<file path="config.mk">
export PLATFORM = sky130hd
export DESIGN_NAME = counter_ctrl
export DESIGN_NICKNAME = d
export VERILOG_FILES = /design/src/rtl/counter_ctrl.sv
export SDC_FILE = /design/constraint.sdc
export NUM_CORES = 1
export LEC_CHECK = 0
export BUFFER_PORTS_ARGS = -buffer_cell sky130_fd_sc_hd__buf_2
export CAP_MARGIN = 20
export CORE_ASPECT_RATIO = 0.5
export CORE_UTILIZATION = 50
export DETAILED_ROUTE_END_ITERATION = 10
export PLACE_DENSITY = 0.73
export SLEW_MARGIN = 10
export SYNTH_ARGS = -nofsm -noshare
export SYNTH_HDL_FRONTEND = slang
export SYNTH_SLANG_ARGS = --single-unit
</file>
<file path="constraint.sdc">
create_clock -name clk -period 4.7 [get_ports clk]
set_input_delay 1.41 -clock clk [delete_from_list [all_inputs] [get_ports clk]]
set_output_delay 1.41 -clock clk [all_outputs]
set_load 0.01 [all_outputs]
</file>
<file path="src/rtl/counter_ctrl.sv">
// counter_ctrl: command-driven sequencer for an up/down counter.
//
// Accepts GOTO, SWEEP and STOP commands over a valid/ready handshake and
// drives the counter's enable/direction so that it seeks a target value or
// sweeps a triangle wave between lo and hi. It reports GOTO completion (done),
// and illegal commands or a stalled counter (err).
//
// Ports
//   clk          rising-edge clock, shared with the counter
//   rst          asynchronous reset, active-low
//   cmd_valid    command present
//   cmd_ready    command accepted on an edge with cmd_valid && cmd_ready
//   cmd_op       00 GOTO, 01 SWEEP, 10 STOP, 11 reserved
//   cmd_a        GOTO target / SWEEP lo
//   cmd_b        SWEEP hi
//   counter_out  current counter value
//   enable       counter enable (count changes on the next edge when high)
//   direction    1 = count up, 0 = count down
//   busy         sequencer not idle
//   done         one-cycle pulse when a GOTO completes
//   err          one-cycle pulse on an illegal command or a stall
//   turns        number of sweep reversals (wraps)
module counter_ctrl #(
    parameter int WIDTH       = 8,
    parameter int STALL_LIMIT = 2
) (
    input  logic             clk,
    input  logic             rst,
    input  logic             cmd_valid,
    output logic             cmd_ready,
    input  logic [1:0]       cmd_op,
    input  logic [WIDTH-1:0] cmd_a,
    input  logic [WIDTH-1:0] cmd_b,
    input  logic [WIDTH-1:0] counter_out,
    output logic             enable,
    output logic             direction,
    output logic             busy,
    output logic             done,
    output logic             err,
    output logic [WIDTH-1:0] turns
);

    typedef enum logic [1:0] {
        S_IDLE  = 2'd0,
        S_SEEK  = 2'd1,
        S_SWEEP = 2'd2
    } state_t;

    localparam logic [1:0] OP_GOTO  = 2'b00;
    localparam logic [1:0] OP_SWEEP = 2'b01;
    localparam logic [1:0] OP_STOP  = 2'b10;

    localparam int              SC_W       = (STALL_LIMIT > 1) ? $clog2(STALL_LIMIT) : 1;
    localparam logic [SC_W-1:0] STALL_LAST = SC_W'(STALL_LIMIT - 1);

    state_t            state, state_nxt;
    logic              sweep_pending, sweep_pending_nxt;
    logic              up, up_nxt;
    logic [WIDTH-1:0]  turns_nxt;
    logic              done_nxt, err_nxt;
    logic [SC_W-1:0]   stall_cnt, stall_cnt_nxt;
    logic              ld_target, ld_range;

    logic [WIDTH-1:0]  target, lo, hi;
    logic [WIDTH-1:0]  cnt_p1;
    logic              en_p1;

    logic              cmd_fire;
    logic              stall_seen;
    logic              stall_err;

    assign busy     = (state != S_IDLE);
    assign cmd_fire = cmd_valid && cmd_ready;

    // A stalled cycle is one where the counter was enabled on the previous
    // edge yet shows the same value; an external clear to 0 counts as a change.
    assign stall_seen = busy && en_p1 && (cnt_p1 == counter_out);
    assign stall_err  = stall_seen && (stall_cnt == STALL_LAST);

    always_comb begin
        state_nxt         = state;
        sweep_pending_nxt = sweep_pending;
        up_nxt            = up;
        turns_nxt         = turns;
        done_nxt          = 1'b0;
        err_nxt           = 1'b0;
        ld_target         = 1'b0;
        ld_range          = 1'b0;
        enable            = 1'b0;
        direction         = 1'b0;
        cmd_ready         = 1'b0;

        case (state)
            S_SEEK: begin
                enable    = (counter_out != target);
                direction = (target > counter_out);
                if (counter_out == target) begin
                    if (sweep_pending) begin
                        state_nxt = S_SWEEP;
                    end else begin
                        state_nxt = S_IDLE;
                        done_nxt  = 1'b1;
                    end
                end
            end
            S_SWEEP: begin
                cmd_ready = 1'b1;
                enable    = 1'b1;
                direction = up ? (counter_out != hi) : (counter_out == lo);
                if (up && (counter_out == hi)) begin
                    up_nxt    = 1'b0;
                    turns_nxt = turns + WIDTH'(1);
                end else if (!up && (counter_out == lo)) begin
                    up_nxt    = 1'b1;
                    turns_nxt = turns + WIDTH'(1);
                end
            end
            default: begin
                cmd_ready = 1'b1;
            end
        endcase

        // Commands are only accepted in IDLE and SWEEP; a new GOTO or legal
        // SWEEP aborts a running sweep, an illegal one leaves it running.
        if (cmd_fire) begin
            case (cmd_op)
                OP_GOTO: begin
                    state_nxt         = S_SEEK;
                    sweep_pending_nxt = 1'b0;
                    ld_target         = 1'b1;
                end
                OP_SWEEP: begin
                    if (cmd_a < cmd_b) begin
                        state_nxt         = S_SEEK;
                        sweep_pending_nxt = 1'b1;
                        up_nxt            = 1'b1;
                        turns_nxt         = '0;
                        ld_target         = 1'b1;
                        ld_range          = 1'b1;
                    end else begin
                        err_nxt = 1'b1;
                    end
                end
                OP_STOP: begin
                    state_nxt = S_IDLE;
                end
                default: begin
                    err_nxt = 1'b1;
                end
            endcase
        end

        if (stall_err) begin
            state_nxt         = S_IDLE;
            sweep_pending_nxt = 1'b0;
            done_nxt          = 1'b0;
            err_nxt           = 1'b1;
        end

        stall_cnt_nxt = (stall_seen && !stall_err) ? stall_cnt + SC_W'(1) : '0;
    end

    // Control state: state, flags, pulses, reversal count, stall tracking
    always_ff @(posedge clk or negedge rst) begin
        if (!rst) begin
            state         <= S_IDLE;
            sweep_pending <= 1'b0;
            up            <= 1'b1;
            turns         <= '0;
            done          <= 1'b0;
            err           <= 1'b0;
            stall_cnt     <= '0;
            en_p1         <= 1'b0;
        end else begin
            state         <= state_nxt;
            sweep_pending <= sweep_pending_nxt;
            up            <= up_nxt;
            turns         <= turns_nxt;
            done          <= done_nxt;
            err           <= err_nxt;
            stall_cnt     <= stall_cnt_nxt;
            en_p1         <= enable;
        end
    end

    // Data: command operands and previous counter sample
    always_ff @(posedge clk) begin
        cnt_p1 <= counter_out;
        if (ld_target) begin
            target <= cmd_a;
        end
        if (ld_range) begin
            lo <= cmd_a;
            hi <= cmd_b;
        end
    end

endmodule

</file>
==> qor.csv <==
metric,value,unit
status,finished clean,
vias,1696,
place_hpwl,3.689,mm
die_y,52.05,um
start_util,54.52,%
post-route-period-util,92.78,%
cts-resized-gates,0,
fp.dieW,102.1,um
yosysWarnings,0,
grt_use_met1,29.98,%
die-area,5314,sq um
fill_cells,380,
power.leakage,0.001264,uW
clock_latency,0.31,ns
antenna_left,0,
switching_share,28.43,%
yosysSeqAreaShare,51.20,%
grt_max_degree,19,
postSynthAreaPerCell,11.71,sq um
multi_input_area,1139,sq um
syn_to_final_growth,15.83,%
p_switching,268.5,uW
synth_edf_count,24,
core-area,4594,sq um
worstPathArrival,2.95,ns
drc,0,
crit_fanout,5,
setup_slack,0.3392,ns
cp-start-kind,input port,
worst_pin_slew,0.6845,ns
cts-root-buf,clkbuf_8,
final_util,63.15,%
syn_nets,262,
cp.required,3.29,ns
worst_clock_skew,0.006665,ns
synth-seq-cells,48,
hold_path.class,flop to flop,
cts_buffers,5,
power_density,325.5,nW/um^2
placementRows,17,
overflow,0,
rsz0062_at_grt,no,
n_antenna_cell,0,
cts_tree,built,
relSlewSlack,54.36,%
htreeDepth,2,
grt_pass1_vias,1659,
wirelength,4.758,mm
dr.first_iter.drc_count,38,
pwr-share-comb,19.6,%
use_met3,5.108,%
clkPwrFrac,27.9,%
finalSetupTns,0,ns
async_flop_share,33.33,%
synthFlopType,edfxtp_1,
first_pass_iters,4,
pre_cts_ws,0.3541,ns
grt_pass1_wl,8.121,mm
p_seq_share,52.5,%
syn_inst,214,
critPathKind,input port to primary output,
cts_buffer_depth,2,
nets,311,
path_clk_slew,0.09,ns
cap_violations,0,
pin_count,43,
grt_usage,21.07,%
hold_buffers,0,
maxSlewViolCount,0,
routedWlPerCell,14.42,um
hold_violations,0,
ir_worst_vdd,0.0001674,V
syn_area,2505,sq um
cp-end-kind,primary output,
drive_gt1_share,24.24,%
regArea,1282,sq um
setup_violations,0,
cts_setup_buffers,0,
clock_sinks,48,
antenna_found_initial,0,
io_buffers,42,
max_freq,229.3,MHz
use_met2,30.76,%
gp_congestion,0.7859,
synth_cell_types,45,
avgViaCountPerCell,5.139,
fin_crit,4.361,ns
gr-max-usage-layer,met2,
p_int,675.9,uW
## metrics by stage
stage	instances	hold slack [ns]	area [sq um]	total power, uW
final	330	0.4517	2902	944.4
after global placement	322	0.4379	2804	685.1
after detailed placement	322	0.4405	2804	691.0
after global routing	330	0.4959	2902	998.1
after CTS	330	0.4525	2902	952.2
after floorplan	214	0.4232	2505	621.8
## cell usage after synthesis, types with 5 or more instances
library cell,instances,area (sq um)
nor2_1,6,22.52
inv_1,20,75.07
ha_1,19,237.7
nand3_1,5,25.02
dfrtp_1,15,375.4
xnor2_1,9,78.83
o21bai_1,6,45.04
nor3_1,5,25.02
edfxtp_1,24,720.7
o21ai_0,12,60.06
mux2i_1,7,70.07
xor2_1,15,131.4
a21oi_1,9,45.04
nand4_1,5,31.28
nand2_1,8,30.03
dfxtp_1,8,160.2
## cell usage in the layout, fill, tap and decap left out, types with 7 or more instances in the layout
cell and instances:
buf_2 42, edfxtp_1 24, inv_1 20, ha_1 19, xor2_1 15, dfrtp_1 15
o21ai_0 12, xnor2_1 9, a21oi_1 9, nand2_1 8, dfxtp_1 8, mux2i_1 7
## final cells by class
| class | count | area share, % |
|---|---|---|
| clock inverter | 2 | 0.5175 |
| tap | 66 | 2.846 |
| timing repair buffer | 44 | 7.762 |
| inverter | 20 | 2.587 |
| clock buffer | 6 | 2.846 |
| sequential | 48 | 44.20 |
| multi-input combinational | 144 | 39.24 |
## logic make-up after synthesis
| logic type | share of synthesized area [%] |
|---|---|
| xor gates and xnor gates | 8.392 |
| AOI/OAI and AO/OA | 12.69 |
| adders and majority gates | 9.491 |
| muxes | 2.797 |
| buffers and inverters | 3.346 |
| and+or+nand+nor | 12.09 |
| DFF | 51.20 |
## power by group through the flow
stage,registers (uW),clock network (uW),logic (uW)
after global routing,501,287,210
after floorplan,500,0,122
after detailed placement,505,0,186
final,496,263,185
after global placement,504,0,182
after CTS,496,269,187
## routing by layer
layer  vias up  routed length [um]
met1       789                2497
met4         0                  76
li1        871                   -
met5         -                   0
met3         6                 166
met2        30                2017
## state kept, by name, summed over array words and instances, names as in the netlist
| register | count |
|---|---|
| hi | 8 |
| stall_cnt | 1 |
| sweep_pending | 1 |
| turns | 8 |
| cnt_p1 | 8 |
| en_p1 | 1 |
| target | 8 |
| err | 1 |
| up | 1 |
| lo | 8 |
| state | 2 |
| done | 1 |
## critical path: stages
cell	delay, ns
buf_2	0.14
inv_1	0.06
ha_1	0.32
a2111oi_0	0.43
a221o_1	0.21
a21boi_0	0.08
o21a_1	0.17
buf_2	0.13
## final timing paths
check	startpoint	endpoint	slack (ns)	cells after the start
max reg2reg	state[1]	hi[1]	2.67	7
min in group asynchronous	rst	turns[2]	1.01	1
max	counter_out[3]	direction	0.34	8
min reg2reg	stall_cnt	stall_cnt	0.45	1
max in group asynchronous	rst	up	3.38	1
min	stall_cnt	stall_cnt	0.45	1
Power figures use the tool's default switching activity.
